===== src/rtl/lsq_mem_ctrl.sv =====
// lsq_mem_ctrl: sequences LSQ head accesses onto dmem and loaded data onto the CDB.
// Optional dmem watchdog enabled by defining LSQ_CTRL_TIMEOUT_EN.
module lsq_mem_ctrl #(
    parameter int ADDR_W  = 32,
    parameter int DATA_W  = 32,
    parameter int TAG_W   = 4,
    parameter int TIMEOUT = 255
) (
    input  logic              clk,
    input  logic              reset,
    input  logic              lsq_head_ready,
    input  logic              lsq_head_load,
    input  logic              lsq_empty,
    input  logic [ADDR_W-1:0] lsq_head_addr,
    input  logic [DATA_W-1:0] lsq_head_data,
    input  logic [TAG_W-1:0]  lsq_head_tag,
    output logic              lsq_rd_en,
    input  logic              rob_head_valid,
    input  logic [TAG_W-1:0]  rob_head_tag,
    output logic              store_done,
    input  logic              flush,
    output logic              dmem_req,
    output logic              dmem_we,
    output logic [ADDR_W-1:0] dmem_addr,
    output logic [DATA_W-1:0] dmem_wdata,
    input  logic [DATA_W-1:0] dmem_rdata,
    input  logic              dmem_ready,
    output logic              cdb_req,
    output logic [TAG_W-1:0]  cdb_tag,
    output logic [DATA_W-1:0] cdb_data,
    input  logic              cdb_grant,
    output logic              mem_err
);

    typedef enum logic [2:0] {
        IDLE,
        LD_MEM,
        LD_CDB,
        ST_MEM,
        DRAIN
    } state_t;

    state_t            state;
    state_t            state_next;
    logic [ADDR_W-1:0] addr_q;
    logic [DATA_W-1:0] wdata_q;
    logic [TAG_W-1:0]  tag_q;
    logic [DATA_W-1:0] rdata_q;
    logic              ld_go;
    logic              st_go;
    logic              capture;
    logic              timeout;

    assign ld_go = !lsq_empty && lsq_head_ready && lsq_head_load && !flush;

    // A store may only touch memory once the ROB says it is the oldest instruction.
    assign st_go = !lsq_empty && lsq_head_ready && !lsq_head_load
                   && rob_head_valid && (rob_head_tag == lsq_head_tag)
                   && !flush;

    // State register.
    always_ff @(posedge clk) begin
        if (reset) begin
            state <= IDLE;
        end else begin
            state <= state_next;
        end
    end

    // Next-state logic and handshake pulses.
    always_comb begin
        state_next = state;
        lsq_rd_en  = 1'b0;
        store_done = 1'b0;
        capture    = 1'b0;
        unique case (state)
            IDLE: begin
                if (ld_go) begin
                    state_next = LD_MEM;
                end else if (st_go) begin
                    state_next = ST_MEM;
                end
            end
            LD_MEM: begin
                if (dmem_ready) begin
                    if (flush) begin
                        state_next = IDLE;
                    end else begin
                        capture    = 1'b1;
                        state_next = LD_CDB;
                    end
                end else if (flush) begin
                    state_next = DRAIN;
                end else if (timeout) begin
                    state_next = IDLE;
                end
            end
            LD_CDB: begin
                // Flush wins over a same-cycle grant: the load is squashed.
                if (flush) begin
                    state_next = IDLE;
                end else if (cdb_grant) begin
                    lsq_rd_en  = 1'b1;
                    state_next = IDLE;
                end
            end
            ST_MEM: begin
                // The store is already architecturally committed, so flush is ignored.
                if (dmem_ready) begin
                    lsq_rd_en  = 1'b1;
                    store_done = 1'b1;
                    state_next = IDLE;
                end else if (timeout) begin
                    state_next = IDLE;
                end
            end
            DRAIN: begin
                if (dmem_ready || timeout) begin
                    state_next = IDLE;
                end
            end
            default: begin
                state_next = IDLE;
            end
        endcase
    end

    // Latch the head on launch and the read data on load completion.
    always_ff @(posedge clk) begin
        if (reset) begin
            addr_q  <= '0;
            wdata_q <= '0;
            tag_q   <= '0;
            rdata_q <= '0;
        end else begin
            if (state == IDLE && state_next != IDLE) begin
                addr_q  <= lsq_head_addr;
                wdata_q <= lsq_head_data;
                tag_q   <= lsq_head_tag;
            end
            if (capture) begin
                rdata_q <= dmem_rdata;
            end
        end
    end

    assign dmem_req   = (state == LD_MEM) || (state == ST_MEM) || (state == DRAIN);
    assign dmem_we    = (state == ST_MEM);
    assign dmem_addr  = addr_q;
    assign dmem_wdata = wdata_q;
    assign cdb_req    = (state == LD_CDB);
    assign cdb_tag    = tag_q;
    assign cdb_data   = rdata_q;

`ifdef LSQ_CTRL_TIMEOUT_EN
    localparam int CNT_W = ($clog2(TIMEOUT + 1) > 8) ? $clog2(TIMEOUT + 1) : 8;

    logic [CNT_W-1:0] wait_cnt;
    logic             err_q;
    logic             waiting;

    assign waiting = dmem_req && !dmem_ready;
    assign timeout = waiting && (wait_cnt == CNT_W'(TIMEOUT - 1));

    // Count consecutive stalled request cycles; abort and flag on expiry.
    always_ff @(posedge clk) begin
        if (reset) begin
            wait_cnt <= '0;
            err_q    <= 1'b0;
        end else begin
            if (state_next != state || !waiting) begin
                wait_cnt <= '0;
            end else begin
                wait_cnt <= wait_cnt + 1'b1;
            end
            if (timeout && !(state == LD_MEM && flush)) begin
                err_q <= 1'b1;
            end
        end
    end

    assign mem_err = err_q;
`else
    // TIMEOUT only matters to the watchdog build.
    localparam int TIMEOUT_UNUSED = TIMEOUT;

    assign timeout = 1'b0;
    assign mem_err = 1'b0;
`endif

endmodule


===== config.mk =====
export PLATFORM = sky130hd
export DESIGN_NAME = lsq_mem_ctrl
export DESIGN_NICKNAME = d
export VERILOG_FILES = /design/src/rtl/lsq_mem_ctrl.sv
export SDC_FILE = /design/constraint.sdc
export NUM_CORES = 1
export LEC_CHECK = 0
export CAP_MARGIN = 20
export CORE_MARGIN = 8
export CORE_UTILIZATION = 41
export DETAILED_ROUTE_END_ITERATION = 8
export DONT_BUFFER_PORTS = 1
export PLACE_DENSITY = 0.59
export SYNTH_ARGS = -nofsm -noshare
export SYNTH_HDL_FRONTEND = slang
export SYNTH_SLANG_ARGS = --single-unit

===== constraint.sdc =====
create_clock -name clk -period 2.36 [get_ports clk]
set_input_delay 0.236 -clock clk [delete_from_list [all_inputs] [get_ports clk]]
set_output_delay 0.236 -clock clk [all_outputs]
set_load 0.02 [all_outputs]

== After elaboration in Yosys (flattened, before gate mapping) ==
Cells that the tools add are included.
Word-level totals
  bits in registers: 103
  input port bits: 113
  output and inout bits: 106
  word-level logic and storage cells: 43
Operators by class
  equal/unequal tests: 5
  muxes and demuxes: 17
  reduce and logical (&&, ||, !) cells: 16
Operators with widths (number)
  $mux W3: 7
  $pmux W3 S4: 1
  $logic_and A1 B1 Y1: 8
  $mux W1: 7
  $eq A3 B2 Y1 const B: 2
  $eq A4 B4 Y1: 1
  $eq A3 B1 Y1 const B: 1
  $eq A3 B3 Y1 const B: 1
  $logic_not A1 Y1: 3
  $logic_not A3 Y1: 1
  $reduce_bool A3 Y1: 1
  $logic_or A1 B1 Y1: 2
  $mux W2: 1
  $pmux W1 S2: 1
  $reduce_or A2 Y1: 1

== Logic depth before layout (Yosys ltp) ==
  depth after elaboration: 11
  gate-level depth with buffers: 8
  gate-level depth less buffers: 4

== Least setup slack after synthesis ==
OpenSTA, ideal clock, no wires.
  path kind: flip-flop to flip-flop
  from: register state[2]
  to: register wdata_q[19] (netlist: dmem_wdata[19])
  setup time: 0.123 ns
  data arrival time: 1.502 ns
  data required time: 2.237 ns
  setup slack: 0.735 ns
  cell stages (with the launch flop): 8
  path buffers: 3
  clock period less this slack: 1.625 ns
  path through: dfxtp_1 buf_4 nor4b_4 nand4b_2 buf_2 buf_6 o2111ai_1 nand3_1
Between the ends
  longest elaborated chain between the ends: 5
  elaborated cells on any way between the ends: 16
  classes of those cells: eq/ne (4); mux (8); reduce/logical (4)
Ends and longest elaborated chain
  start, declared: line 43  | state_t state;
  start signal, assigned: line 66  | state <= state_next;
  $eq A3 B2 Y1 (tied with other cells): line 76  | unique case (state)
  $reduce_or A2 Y1 (no line) (tied with other cells)
  $pmux W3 S4: line 76
  $reduce_bool A3 Y1: line 136  | if (state == IDLE && state_next != IDLE) begin
  $logic_and A1 B1 Y1 (*): line 136
  end signal, assigned: line 138  | wdata_q <= lsq_head_data;
  end, declared: line 46  | logic [DATA_W-1:0] wdata_q;
Mark *: on every way between the ends. The rest lies on a longest branch, timed or not.
A chain may end at the register's enable or synchronous reset.

== Worst setup path after layout ==
  from: register state[0]
  to: register rdata_q[8] (netlist: cdb_data[8])
Between the ends
  longest elaborated chain between the ends: 2
Ends and longest elaborated chain
  $eq A3 B1 Y1: line 76
  $mux W1: line 76
  end signal, assigned: line 142  | rdata_q <= dmem_rdata;
  end, declared: line 48  | logic [DATA_W-1:0] rdata_q;
No other way between the ends.

==> impl_metrics.py <==
metrics = {
    "die": {
        "die_area_sq_mm": 0.0175,
        "die_h_um": 132,
        "chipWidth_um": 132,
        "pin_count": 219,
        "row_count": 42,
        "start_util_pct": 41.9,
        "core_sq_mm": 0.0132,
    },
    "drt": {
        "route.detailed.drc": 0,
        "wire_per_inst_um": 22.8,
        "wl_um": 18200,
        "dr.pass1.iters": 5,
        "drt_iter0_drc": 463,
        "antenna_left": 0,
        "drt-vias-per-instance": 6.71,
        "vias": 5338,
    },
    "timing": {
        "fmax_mhz": 461,
        "setup_viol": 0,
        "fin_crit_ns": 2.17,
        "hold_viol_final": 0,
        "slew_headroom_pct": 63.7,
        "worstMarginPinSlew_ns": 0.545,
        "setup_tns_ns": 0,
        "rsz0062_at_grt": "false",
        "drv_slew": 0,
        "holdWs_ns": 0.0159,
        "period_share_pct": 91.9,
        "fin_worst_skew_ns": 0.00414,
    },
    "power": {
        "p_leak_nw": 2.17,
        "peakVddDrop_mv": 0.319,
        "total_power_mw": 3.62,
        "power_density_mw_per_mm2": 611,
    },
    "final_layout": {
        "fillCellCount": 1319,
        "layout.nets": 726,
        "area_delta_synth_final_pct": 6.75,
        "drive_gt1_share_pct": 6.63,
        "multi_input_area_sq_mm": 0.00308,
        "final-seq-area_sq_mm": 0.00206,
    },
    "clock_network": {
        "clock_latency_ns": 0.35,
        "htree_levels": 3,
        "cts_buffers": 9,
        "cts_resized": 0,
        "clock_path_buffers": 2,
        "tritoncts": "built",
        "clkSinkCount": 103,
        "path_clk_slew_ns": 0.07,
        "clockRootBuffer": "clkbuf_16",
        "cts_setup_buffers": 0,
    },
    "synthesis": {
        "netlist-cell-type-count": 36,
        "syn_inst": 680,
        "synthFlopType": "dfxtp_1",
        "synth_nets": 793,
        "async_reset_ff_share_pct": 0,
        "synth_area_sq_mm": 0.00554,
        "synth.avg_cell_area_sq_um": 8.15,
        "yosys_warnings": 0,
        "synth-edff-count": 0,
        "synth-seq-cells": 103,
        "yosysSeqAreaShare_pct": 37.2,
    },
    "place": {
        "gp_congestion": 0.730,
        "numPortBuffers": 0,
        "dp.final_hpwl_um": 11500,
    },
    "grt": {
        "grt_pass1_vias": 5060,
        "grt_pass1_wl_um": 29000,
        "grt_start_max_net_pins": 94,
        "busiest_layer": "met2",
        "antenna_found_initial": 1,
        "gr-usage-all-layers_pct": 19.9,
        "gr-total-overflow": 0,
        "met1_usage_pct": 23.9,
        "use_met3_pct": 8.88,
        "met2_usage_pct": 31.1,
    },
    "worst_setup_path": {
        "crit_cells": 6,
        "cp_cell_sequence": "nand2_1 -> or4_1 -> buf_4 -> nand2_1 -> a21oi_1 -> dlygate4sd3_1",
        "worstSetupPathType": "reg2reg",
        "cp_top_family": "buffers and inverters",
        "worstPathMaxFanout": 32,
        "worstPathRequired_ns": 2.60,
        "cp_slowest_cell": "dlygate4sd3_1",
        "path_common_cell": "nand2_1",
        "start_kind": "flip-flop",
        "worstRegToRegCells": 6,
        "cp_num_buf_inv": 2,
        "arrival_ns": 2.41,
        "slowest_delay_ns": 0.56,
        "end_kind": "flip-flop",
    },
    "run_status": {
        "outcome": "completed",
    },
    "min_path": {
        "min_path_cells": 2,
        "min_path_type": "in2reg",
    },
    "job": {
        "maxCapViolations": 0,
    },
}
metrics by stage:
| stage | util (%) | setup WS, ns | std cells | instance area [sq um] |
|---|---|---|---|---|
| 3_3_place_gp | 41.9 | 0.585 | 770 | 5550 |
| 4_1_cts | 44.7 | 0.225 | 794 | 5910 |
| 2_1_floorplan | - | 0.735 | 680 | 5540 |
| 3_5_place_dp | 41.9 | 0.513 | 770 | 5550 |
| 6_report | 44.7 | 0.192 | 795 | 5920 |
| 5_1_grt | 44.7 | 0.131 | 795 | 5920 |
metal layers:
layer	share of wire (%)	vias to the layer above
met4	1.9	0
met2	47	243
met1	40	2555
met5	0	-
met3	12	28
li1	-	2512
worst register-to-register path, delay by kind of cell (launching register included):
family,cells,cell delay [ns]
buf+inv,2,0.81
simple gates,3,0.74
flops,1,0.44
compound gates,1,0.07
where the power goes:
| group | internal [mW] | switching (mW) |
|---|---|---|
| logic | 0.123 | 0.234 |
| registers | 1.77 | 0.0639 |
| clock network | 0.723 | 0.705 |
state kept, by name, indices dropped and copies added (netlist names):
name / flops
dmem_addr: 32
cdb_data: 32
cdb_tag: 4
dmem_wdata: 32
state: 3
synthesized netlist by cell type (all sizes together) (2+ instances only):
| master | count | share of area, % |
|---|---|---|
| nor4b | 2 | 0.59 |
| a21oi | 36 | 3.3 |
| buf | 25 | 2.7 |
| nand3 | 139 | 13 |
| nand4 | 68 | 7.7 |
| o2111ai | 68 | 11 |
| dfxtp | 103 | 37 |
| and2 | 2 | 0.23 |
| nor4 | 2 | 0.34 |
| nor2 | 4 | 0.27 |
| nand2 | 65 | 4.4 |
| clkbuf | 77 | 5.2 |
| xnor2 | 3 | 0.47 |
| and4b | 67 | 12 |
| inv | 3 | 0.20 |
area by class of cell:
class	instances	share of cell area, %
Clock buffer	10	3.87
Clock inverter	6	0.782
Inverter	3	0.233
Tap cell	176	3.72
Sequential cell	103	34.8
Timing Repair Buffer	24	4.40
Multi-Input combinational cell	472	52.1
Antenna cell	1	0.0423
final timing paths:
path	from	to	slack [ns]
min	dmem_rdata[10]	cdb_data[10]	0.02
max reg2reg	state[0]	cdb_data[8]	0.19
max	state[0]	cdb_data[8]	0.19
min reg2reg	cdb_data[10]	cdb_data[10]	0.56
cell usage in the layout, fill, tap and decap left out, types with 3 or more instances in the layout:
cell / Yosys / final
nand3_1: 139 / 137
dfxtp_1: 103 / 103
nand4_1: 68 / 68
o2111ai_1: 68 / 68
and4b_1: 67 / 67
nand2_1: 65 / 65
a21oi_1: 36 / 36
buf_4: 7 / 12
clkbuf_16: 0 / 9
dlygate4sd3_1: 0 / 7
buf_12: 0 / 5
nor2_1: 4 / 4
xnor2_1: 3 / 3
cells by family after synthesis:
kind of cell | synth area share (%)
AND/OR/NAND/NOR | 39.4
AO/OA/AOI/OAI | 14.6
buffers and inverters | 8.08
flip-flops | 37.2
XOR/XNOR | 0.632
other | 0.0677
timing repair:
action,4_1_cts,5_1_grt
hold endpoints to repair,35,0
hold buffers,8,0
setup endpoints to repair,0,0
(Power assumes the default switching activity.)
